[config.mk]
export PLATFORM = sky130hd
export DESIGN_NAME = pc_sequencer
export DESIGN_NICKNAME = d
export VERILOG_FILES = /design/src/rtl/cpu_pkg.sv /design/src/rtl/pc_target_calc.sv /design/src/rtl/pc_sequencer.sv
export SDC_FILE = /design/constraint.sdc
export NUM_CORES = 1
export LEC_CHECK = 0
export CAP_MARGIN = 20
export CORE_MARGIN = 3
export CORE_UTILIZATION = 30
export CTS_BUF_LIST = sky130_fd_sc_hd__clkbuf_4 sky130_fd_sc_hd__clkbuf_8
export DETAILED_ROUTE_END_ITERATION = 6
export GPL_ROUTABILITY_DRIVEN = 0
export PLACE_DENSITY = 0.57
export SLEW_MARGIN = 0
export SYNTH_ARGS = -nofsm -noshare
export SYNTH_HDL_FRONTEND = slang
export SYNTH_SLANG_ARGS = --single-unit
export TNS_END_PERCENT = 1
[constraint.sdc]
create_clock -name clk -period 4.5 [get_ports clk]
set_input_delay 0.675 -clock clk [delete_from_list [all_inputs] [get_ports clk]]
set_output_delay 0.675 -clock clk [all_outputs]
set_load 0.01 [all_outputs]
[src/rtl/cpu_pkg.sv]
// Shared types and constants for the two-stage MIPS fetch/EX front end.
package cpu_pkg;

    typedef enum logic [1:0] {
        PC_SEQ = 2'b00,
        PC_BR  = 2'b01,
        PC_J   = 2'b10,
        PC_JR  = 2'b11
    } pc_src_e;

    typedef enum logic [1:0] {
        FILL   = 2'b00,
        RUN    = 2'b01,
        SQUASH = 2'b10,
        HALTED = 2'b11
    } seq_state_e;

    localparam int          ADDR_W_DEF   = 12;
    localparam int unsigned RESET_PC_DEF = 32'd0;

    // Branch offsets are signed 16-bit word counts.
    function automatic logic [31:0] sext16(input logic [15:0] v);
        return {{16{v[15]}}, v};
    endfunction

endpackage

[src/rtl/pc_target_calc.sv]
// Redirect target mux: branch (pc_ex+1+offset), jump field or jr register,
// all reduced modulo the instruction-memory size.
module pc_target_calc
    import cpu_pkg::*;
#(
    parameter int ADDR_W = ADDR_W_DEF
) (
    input  logic [1:0]        pc_src,
    input  logic [ADDR_W-1:0] pc_ex,
    input  logic [15:0]       imm,
    input  logic [25:0]       jtarget,
    input  logic [31:0]       jr_target,
    output logic [ADDR_W-1:0] target
);

    logic [31:0] br_full_s;
    logic [31:0] seq_full_s;

    // Select the redirect target for the instruction currently in EX.
    always_comb begin
        br_full_s  = 32'(pc_ex) + 32'd1 + sext16(imm);
        seq_full_s = 32'(pc_ex) + 32'd1;
        case (pc_src_e'(pc_src))
            PC_BR:   target = br_full_s[ADDR_W-1:0];
            PC_J:    target = jtarget[ADDR_W-1:0];
            PC_JR:   target = jr_target[ADDR_W-1:0];
            default: target = seq_full_s[ADDR_W-1:0];
        endcase
    end

endmodule

[src/rtl/pc_sequencer.sv]
// Fetch-side sequencer: owns fetch PC, EX valid bit and IR load, resolves
// EX redirects with a single squashed bubble, honours hold and halt.
module pc_sequencer
    import cpu_pkg::*;
#(
    parameter int          ADDR_W   = ADDR_W_DEF,
    parameter int unsigned RESET_PC = RESET_PC_DEF
) (
    input  logic              clk,
    input  logic              rst,
    input  logic [1:0]        pc_src_ex,
    input  logic              branch_take_ex,
    input  logic [15:0]       imm_ex,
    input  logic [25:0]       jtarget_ex,
    input  logic [31:0]       jr_target_ex,
    input  logic              halt_ex,
    input  logic              hold,
    output logic [ADDR_W-1:0] pc_fetch,
    output logic              ir_load,
    output logic              ex_valid,
    output logic [ADDR_W-1:0] pc_ex,
    output logic [ADDR_W-1:0] link_ex,
    output logic              halted,
    output logic [31:0]       instret
);

    seq_state_e        state_r;
    logic [ADDR_W-1:0] pc_fetch_r;
    logic [ADDR_W-1:0] pc_ex_r;
    logic              ex_valid_r;
    logic [31:0]       instret_r;
    logic [ADDR_W-1:0] target_s;
    logic              redirect_s;
    logic              halt_s;
    logic              ir_load_s;
    logic [ADDR_W-1:0] pc_next_seq_s;

    pc_target_calc #(.ADDR_W(ADDR_W)) u_target (
        .pc_src    (pc_src_ex),
        .pc_ex     (pc_ex_r),
        .imm       (imm_ex),
        .jtarget   (jtarget_ex),
        .jr_target (jr_target_ex),
        .target    (target_s)
    );

    // Decode redirect/halt from EX; bubbles (ex_valid=0) never act.
    always_comb begin
        redirect_s    = 1'b0;
        halt_s        = 1'b0;
        ir_load_s     = 1'b0;
        pc_next_seq_s = pc_fetch_r + {{(ADDR_W-1){1'b0}}, 1'b1};
        case (pc_src_e'(pc_src_ex))
            PC_J, PC_JR: redirect_s = ex_valid_r;
            PC_BR:       redirect_s = ex_valid_r & branch_take_ex;
            default:     redirect_s = 1'b0;
        endcase
        if (ex_valid_r && halt_ex && !hold) begin
            halt_s = 1'b1;
        end else begin
            halt_s = 1'b0;
        end
        if (state_r == HALTED) begin
            ir_load_s = 1'b0;
        end else begin
            ir_load_s = ~hold;
        end
    end

    // Sequencer state, PCs, EX valid and retired-instruction counter.
    always_ff @(posedge clk) begin
        if (rst) begin
            state_r    <= FILL;
            pc_fetch_r <= RESET_PC[ADDR_W-1:0];
            pc_ex_r    <= '0;
            ex_valid_r <= 1'b0;
            instret_r  <= 32'd0;
        end else begin
            if (ex_valid_r && !hold) begin
                instret_r <= instret_r + 32'd1;
            end
            case (state_r)
                FILL, RUN, SQUASH: begin
                    if (hold) begin
                        state_r <= state_r;
                    end else if (halt_s) begin
                        // Halt outranks any redirect decoded in the same cycle.
                        state_r    <= HALTED;
                        ex_valid_r <= 1'b0;
                    end else if (redirect_s) begin
                        state_r    <= SQUASH;
                        pc_fetch_r <= target_s;
                        pc_ex_r    <= pc_fetch_r;
                        ex_valid_r <= 1'b0;
                    end else begin
                        state_r    <= RUN;
                        pc_fetch_r <= pc_next_seq_s;
                        pc_ex_r    <= pc_fetch_r;
                        ex_valid_r <= 1'b1;
                    end
                end
                default: begin
                    state_r    <= HALTED;
                    ex_valid_r <= 1'b0;
                end
            endcase
        end
    end

    assign pc_fetch = pc_fetch_r;
    assign pc_ex    = pc_ex_r;
    assign ex_valid = ex_valid_r;
    assign instret  = instret_r;
    assign ir_load  = ir_load_s;
    assign halted   = (state_r == HALTED);
    assign link_ex  = pc_ex_r + {{(ADDR_W-1){1'b0}}, 1'b1};

endmodule

==> results of run 1 <==
==> registers in the layout, summed over array words and instances, names as in the netlist <==
name	flops
state_r	2
ex_valid	1
pc_ex	12
pc_fetch	12
instret	32
==> where the power goes <==
group	switching (mW)	internal, mW	leakage, nW	total (mW)
clock network	0.210	0.339	0.115	0.549
registers	0.0182	0.534	0.477	0.553
logic	0.105	0.106	1.28	0.211
total	0.333	0.979	1.88	1.31
==> how the worst max path moves through the flow <==
stage	start	end	slack, ns	depth (start not counted)
final	pc_ex[2]	link_ex[11]	1.53	4
after global routing	pc_ex[2]	link_ex[11]	1.34	4
after CTS	pc_ex[2]	link_ex[11]	1.48	4
after detailed placement	hold	instret[29]	1.38	7
after global placement	imm_ex[0]	pc_fetch[8]	1.43	9
after floorplan	pc_ex[0]	pc_fetch[11]	1.99	13
==> Yosys cell counts, types with 3 or more instances <==
cell type,instances
a211oi_1,3
o21a_1,4
a221oi_1,3
o21ai_0,20
a21oi_1,42
mux2i_1,8
or2_2,3
inv_1,11
and4_1,5
and3_1,8
nor4_1,7
nand3_1,19
nand2_1,60
xnor2_1,14
nor2_1,49
ha_1,16
or3_1,3
buf_2,4
a311oi_1,3
xor2_1,30
and2_1,4
clkbuf_1,17
mux2_2,7
dfxtp_1,59
nand4_1,14
nor3_1,8
==> routing by layer <==
metal  wire length [um]  up-vias  GRT usage (%)  share of wire (%)
met5                  0        -              0                  0
met4                163        0          5.182                1.5
met3                652       11          3.603                5.9
met2               4817      110          24.81                 44
met1               5369     1696          23.50                 49
li1                   -     1826              -                  -
==> layout make-up <==
| class | count | area (um2) | share of cell area [%] |
|---|---|---|---|
| sequential | 59 | 1181 | 23.21 |
| clock inverter | 4 | 73.82 | 1.450 |
| clock buffer | 11 | 151.4 | 2.974 |
| timing repair buffer | 116 | 1161 | 22.81 |
| tap | 143 | 178.9 | 3.515 |
| multi-input combinational | 362 | 2302 | 45.23 |
| inverter | 11 | 41.29 | 0.8112 |
==> worst max-delay path, cell delays in order, from the launching register on <==
cell and delay (ns):
dfxtp_1 0.48, nand4_1 0.24, nor4_1 0.50, xor2_1 0.18
clkdlybuf4s50_1 0.56
==> logic make-up (layout without fill, tap and decap cells) <==
family	count (synthesis)	in the layout	synth area share, %
AO/OA/AOI/OAI	91	91	15.00
adder cells (fa/ha/maj)	17	17	6.096
AND/OR/NAND/NOR	194	194	26.95
multiplexers	15	15	4.399
flip-flops	59	59	32.70
buffers and inverters	33	142	3.568
XOR/XNOR	45	45	11.29
==> per-stage QoR <==
stage / hold slack (ns) / total power, mW / setup slack (ns)
floorplan: 0.4610 / 0.6706 / 1.994
global placement: 0.4747 / 0.7698 / 1.429
detailed placement: 0.4770 / 0.7723 / 1.384
CTS: 0.4911 / 1.328 / 1.478
global route: 0.5346 / 1.376 / 1.338
finish: 0.4915 / 1.313 / 1.530
==> placed cells by master, fill, tap and decap left out, drive strengths merged, types with 2 or more instances in the layout <==
cell type,synthesis,layout
clkdlybuf4s50,0,112
nand2,60,60
dfxtp,59,59
nor2,49,49
a21oi,42,42
xor2,30,30
o21ai,20,20
nand3,20,20
ha,16,16
nand4,15,15
xnor2,14,14
inv,11,11
clkbuf,17,11
nor4,9,9
nor3,8,8
and3,8,8
mux2i,8,8
mux2,7,7
and4,6,6
and2,4,4
o21a,4,4
buf,5,4
or2,3,3
a221oi,3,3
a311oi,3,3
a211oi,3,3
or3,3,3
a21o,2,2
o211ai,2,2
o221ai,2,2
nor2b,2,2
nand2b,2,2
nand3b,2,2
nor3b,2,2
a31oi,2,2
bufinv,0,2
a21boi,2,2
clkinv,0,2
==> results.ini, run 1 <==
[floorplanning]
core_mm2=0.01161
start_util_pct=31.10
dieArea_mm2=0.01339
fp.dieW_um=115.7
fp-row-count=39
die_y_um=115.7
io_pins=152

[layout]
antenna_cells=0
fin_cells=706
final_core_util_pct=43.83
syn2layout_area_growth_pct=40.91
drive_above_1_share_pct=6.217
nFillCells=1186
final_cell_area_mm2=0.005090
fin_nets=657

[clock_tree]
post-cts-setup-buffers=0
clock-sinks=59
htreeDepth=3
cts_buffer_depth=2
cts_resized=0
clock_latency_ns=0.33
cts_tree=done
postCtsHoldBufs=0
clkTransAtPathRegs_ns=0.07
root_buffer=clkbuf_8
cts_buffers=9

[logic_synthesis]
syn_area_mm2=0.003612
ys_ff_latch=59
synthCells=454
synth_warnings=0
yosys.area.top_type=dfxtp_1
synth_nets=552
synth_cell_types=51
netlist.area_leader.share_pct=32.70
ys_async_sr_fraction_pct=0
syn_avg_cell_area_um2=7.956
synth_ff_type=dfxtp_1
seq_area_frac_synth_pct=32.70
synth_edf_count=0
synth_area_leaders=dfxtp_1, xor2_1, nand2_1

[worst_setup_path]
r2r-end=pc_fetch[8]
path_max_fanout=7
cp.arrival_ns=2.30
r2r_slack_ns=1.77
required_ns=3.83
rr_worst_depth=9
r2r_start=pc_ex[2]
cp-start-kind=register
path_class=register to output pin
end_kind=output pin

[timing]
max-slew-margin-rel_pct=48.11
finClkSkew_ns=0.006953
maxSlewViolCount=0
rsz0062_at_grt=no
min_period_over_period_pct=66.00
finalSetupViolations=0
hold_viol_final=0
fin_crit_ns=2.970
worstMarginPinSlew_ns=0.7764
setup-tns-final_ns=0
fmaxAchievable_mhz=336.7

[flow_run]
cap_violations=0

[route]
wirelength_um=11000
viasPerCell=5.160
drc_errors=0
drt_iter0_drc=182
drtPass1Iterations=5
via_count=3643
wl_per_cell_um=15.58
ant_nets=0

[power_and_ir_drop]
vdd_drop_max_mv=0.1927
power_leakage_nw=1.876
powerDensity_mw_per_mm2=257.9

[placed_design]
port_buffers=113
dpl.cell_count=690
hpwl_um=8294
dpl_cell_area_mm2=0.004845

[grt]
grt_max_degree=61
grt_pass1_wl_um=17450
grt_usage_pct=16.46
grt_pass1_vias=3411
antenna_found_initial=0
grt_overflow=0

[min_path]
worstHoldPathCells=2
min_to=state_r[0]
hold_path_class=register to register
hp-start=state_r[0]

[status]
outcome=completed

Power figures use the tool's default switching activity.
==> inputs of run 2 (changes only) <==
==> constraint.sdc (replaced) <==
create_clock -name clk -period 3 [get_ports clk]
set_input_delay 0.45 -clock clk [delete_from_list [all_inputs] [get_ports clk]]
set_output_delay 0.45 -clock clk [all_outputs]
set_load 0.01 [all_outputs]
==> run 2 against run 1 <==
Against the previous run:
- sequential share of layout area shrank 0.14 points
- critical path depth grew 5
- design area grew 0.61%
- non-clock buffer count grew 9
- clock-buffer cell count shrank 1
- first-iteration DRC count grew 4.4%
- largest power group unchanged
- highest routed layer unchanged
==> results.ini, run 2 (synthesis results as in run 1) <==
[grt]
grt_pass1_wl_um=16970  ; was 17450 um
grt_overflow=0  ; unchanged
grt_pass1_vias=3354  ; was 3411
grt_max_degree=28  ; was 61
antenna_found_initial=0  ; unchanged
grt_usage_pct=15.99  ; was 16.46%

[clock_tree]
cts_buffer_depth=2  ; unchanged
clock_latency_ns=0.34  ; was 0.33 ns
cts_buffers=9  ; unchanged
cts_tree=done  ; unchanged
clock-sinks=59  ; unchanged
clkTransAtPathRegs_ns=0.07  ; about the same
cts_resized=0  ; unchanged
root_buffer=clkbuf_8  ; unchanged
postCtsHoldBufs=0  ; unchanged
htreeDepth=3  ; unchanged
post-cts-setup-buffers=0  ; unchanged

[placed_design]
dpl.cell_count=700  ; was 690
hpwl_um=8517  ; was 8294 um
dp_slack_ns=0.1792  ; was 1.384 ns
port_buffers=113  ; unchanged

[timing]
fmaxAchievable_mhz=360.1
maxSlewViolCount=0  ; unchanged
fin_crit_ns=2.777
worstMarginPinSlew_ns=0.5287  ; was 0.7764 ns
max-slew-margin-rel_pct=64.43  ; was 48.11%
finalSetupViolations=0  ; unchanged
worst_slack_ns=0.2229  ; was 1.530 ns
hold_viol_final=0  ; unchanged
setup-tns-final_ns=0  ; unchanged
rsz0062_at_grt=no  ; unchanged
min_period_over_period_pct=92.57
finClkSkew_ns=0.01026  ; was 0.006953 ns

[min_path]
min_to=state_r[0]  ; unchanged
hold_path_class=register to register  ; unchanged
hp-start=state_r[0]  ; unchanged
worstHoldPathCells=2  ; unchanged

[worst_setup_path]
end_kind=register  ; was output pin
rr_worst_depth=9  ; unchanged
cp-start-kind=register  ; unchanged
r2r_start=pc_ex[3]  ; was pc_ex[2]
r2r_slack_ns=0.22  ; was 1.77 ns
path_class=register to register  ; was register to output pin
required_ns=3.20  ; was 3.83 ns
r2r-end=pc_fetch[8]  ; unchanged
cp.arrival_ns=2.98  ; was 2.30 ns
path_max_fanout=6  ; was 7

[power_and_ir_drop]
power_leakage_nw=1.899  ; was 1.876 nW
powerDensity_mw_per_mm2=369.4  ; was 257.9 mW/mm2
vdd_drop_max_mv=0.2174  ; was 0.1927 mV

[route]
via_count=3652  ; was 3643
drtPass1Iterations=4  ; was 5
drc_errors=0  ; unchanged
drt_iter0_drc=190  ; was 182
viasPerCell=5.101  ; was 5.160
wl_per_cell_um=15.22  ; was 15.58 um
wirelength_um=10900  ; was 11000 um
ant_nets=0  ; unchanged

[floorplanning]
die_y_um=115.7  ; unchanged
io_pins=152  ; unchanged
dieArea_mm2=0.01339  ; unchanged
start_util_pct=31.10  ; unchanged
core_mm2=0.01161  ; unchanged
fp-row-count=39  ; unchanged
fp.dieW_um=115.7  ; unchanged

[flow_run]
cap_violations=0  ; unchanged

[layout]
mostFrequentLayoutCells=clkdlybuf4s50_1, nand2_1, dfxtp_1  ; unchanged
fin_nets=666  ; was 657
drive_above_1_share_pct=7.853  ; was 6.217%
fin_cells=716  ; was 706
final_common_cell=clkdlybuf4s50_1  ; unchanged
largest_reg_flops=32  ; unchanged
syn2layout_area_growth_pct=41.77  ; was 40.91%
antenna_cells=0  ; unchanged

[status]
outcome=completed  ; unchanged

==> run 2: per-stage QoR <==
step / area [um2] / power, mW / util, % / hold slack, ns
after detailed placement: 4920 / 1.168 / 42.36 / 0.4808
after floorplan: 3612 / 1.006 / - / 0.4610
after CTS: 5121 / 1.916 / 44.10 / 0.4907
after global placement: 4920 / 1.165 / 42.36 / 0.4774
after global routing: 5121 / 1.973 / 44.10 / 0.5075
final: 5121 / 1.892 / 44.10 / 0.4874
==> run 2: power by group <==
part	total [mW]	internal (mW)	switching (mW)
registers	0.829	0.801	0.0278
clock network	0.740	0.406	0.334
logic	0.323	0.165	0.158
==> run 2: critical path: stages (launching register included) <==
cell,delay (ns)
dfxtp_1,0.46
nand4_1,0.24
nor2_1,0.21
nand2_1,0.09
xnor2_1,0.24
ha_1,0.34
or2_2,0.31
a21boi_0,0.14
mux2i_1,0.16
a2111oi_0,0.46
==> run 2: cell type report <==
type | instances | area [um2]
Timing Repair Buffer | 125 | 1216
Clock buffer | 10 | 137.6
Sequential cell | 59 | 1181
Fill cell | 1190 | 6492
Inverter | 11 | 41.29
Tap cell | 143 | 178.9
Multi-Input combinational cell | 362 | 2302
Clock inverter | 6 | 63.81
==> run 2: metal layers <==
layer / up-vias / GRT usage [%] / wire length (um)
met1: 1718 / 22.60 / 5394
li1: 1842 / - / -
met3: 9 / 2.977 / 512
met2: 83 / 24.50 / 4859
met5: - / 0 / 0
met4: 0 / 5.568 / 133
==> run 2: worst max-delay path by stage <==
stage,from,to,slack [ns],depth (start not counted)
global route,pc_ex[2],pc_fetch[8],0.02,9
finish,pc_ex[3],pc_fetch[8],0.22,9
global placement,imm_ex[0],pc_fetch[8],0.26,9
CTS,pc_ex[3],link_ex[11],0.21,4
detailed placement,imm_ex[0],pc_fetch[8],0.18,9
floorplan,pc_ex[0],pc_fetch[11],0.49,13
==> patch: new RTL, config.mk and constraints of run 2 <==
Encoding of `seq_state_e`: now Gray code (2 bits for 4 states).
--- a/src/rtl/cpu_pkg.sv
+++ b/src/rtl/cpu_pkg.sv
@@ -11,8 +11,8 @@
     typedef enum logic [1:0] {
         FILL   = 2'b00,
         RUN    = 2'b01,
-        SQUASH = 2'b10,
-        HALTED = 2'b11
+        SQUASH = 2'b11,
+        HALTED = 2'b10
     } seq_state_e;
 
     localparam int          ADDR_W_DEF   = 12;
Behaviour: same outputs for any inputs over 4 cycles, from zero or initial values and one cycle with rst high; so few cycles prove little.
==> patch against run 2 <==
  * Synthesized area increased by 4.5%
  * Worst setup slack improved by 0.0033 ns
  * Sequential cell count unchanged
  * Final area increased by 3.1%
  * Sequential power about the same
  * Highest routed layer unchanged
  * Cell count increased by 6.0%
  * Wire length increased by 12%
  * Power decreased by 6.4%
  * Clock power decreased by 18%
  * Die area increased by 4.2%
  * First-iteration DRC count increased by 23%
  * Critical path depth unchanged
  * Via count increased by 4.0%
==> patch: results <==
[logic_synthesis]
synth_seq_area_share_pct = 31.3
synth-compound-area-share_pct = 15.9
synth_area_leaders = dfxtp_1 (31%), xnor2_1 (6.3%), nand2_1 (5.9%), a21oi_1 (5.3%), ha_1 (5.3%)
synthMuxAreaShare_pct = 3.85
yosys.area_share.adder_pct = 5.84
ys_types = 63

[final_layout]
n_all_inverters = 10
drive_gt1_share_pct = 8.63
final-clk-cell-share_pct = 2.87
multi_input_area_share_pct = 45.8
final_nets = 686
num-multi-input-gates = 376

[status]
outcome = finished clean

[route]
wl_per_cell_um = 16.1
vias = 3797
drt_iter0_drc = 233
drt-pass1-iter-count = 5

[sta]
tightest_slew_ns = 0.608

[critical_path]
crit_family = compound AO/OA/AOI/OAI gates
critical-path-slowest-cell = a2111oi_0
crit_fanout = 5
crit_end = pc_fetch[7]
startpoint = pc_ex[1]

[grt]
grt_use_total_pct = 17.2
grt_start_max_net_pins = 59
grt_pass1_wl_mm = 19.7

[worst_hold_path]
hp-start = state_r[1]

[power]
leakage_nw = 1.92
switching_share_pct = 28.6

[placement]
pre_cts_slack_ns = 0.270
dp_cells = 744
==> patch: cell types whose count changed after synthesis, sizes merged, moves of 4 or more <==
| cell | run 2 | this run |
|---|---|---|
| a21o | 2 | 6 |
| buf | 5 | 13 |
| clkbuf | 17 | 12 |
| nor3 | 8 | 13 |
| o21a | 4 | 0 |
| o21ai | 20 | 16 |
| or3 | 3 | 7 |
| xnor2 | 14 | 27 |
| xor2 | 30 | 15 |
==> patch: power by group through the flow <==
stage                     clock (mW)  sequential, mW  combinational, mW
after global placement             0           0.842              0.332
after detailed placement           0           0.843              0.336
after floorplan                    0           0.843              0.169
after CTS                      0.632           0.826              0.337
final                          0.605           0.826              0.340
after global routing           0.661           0.829              0.369
==> patch: layer usage <==
layer / global-route usage [%] / wire length, um
met1: 23.5 / 5720
met2: 27.5 / 5760
met3: 3.68 / 608
met4: 4.62 / 145
met5: 0 / 0
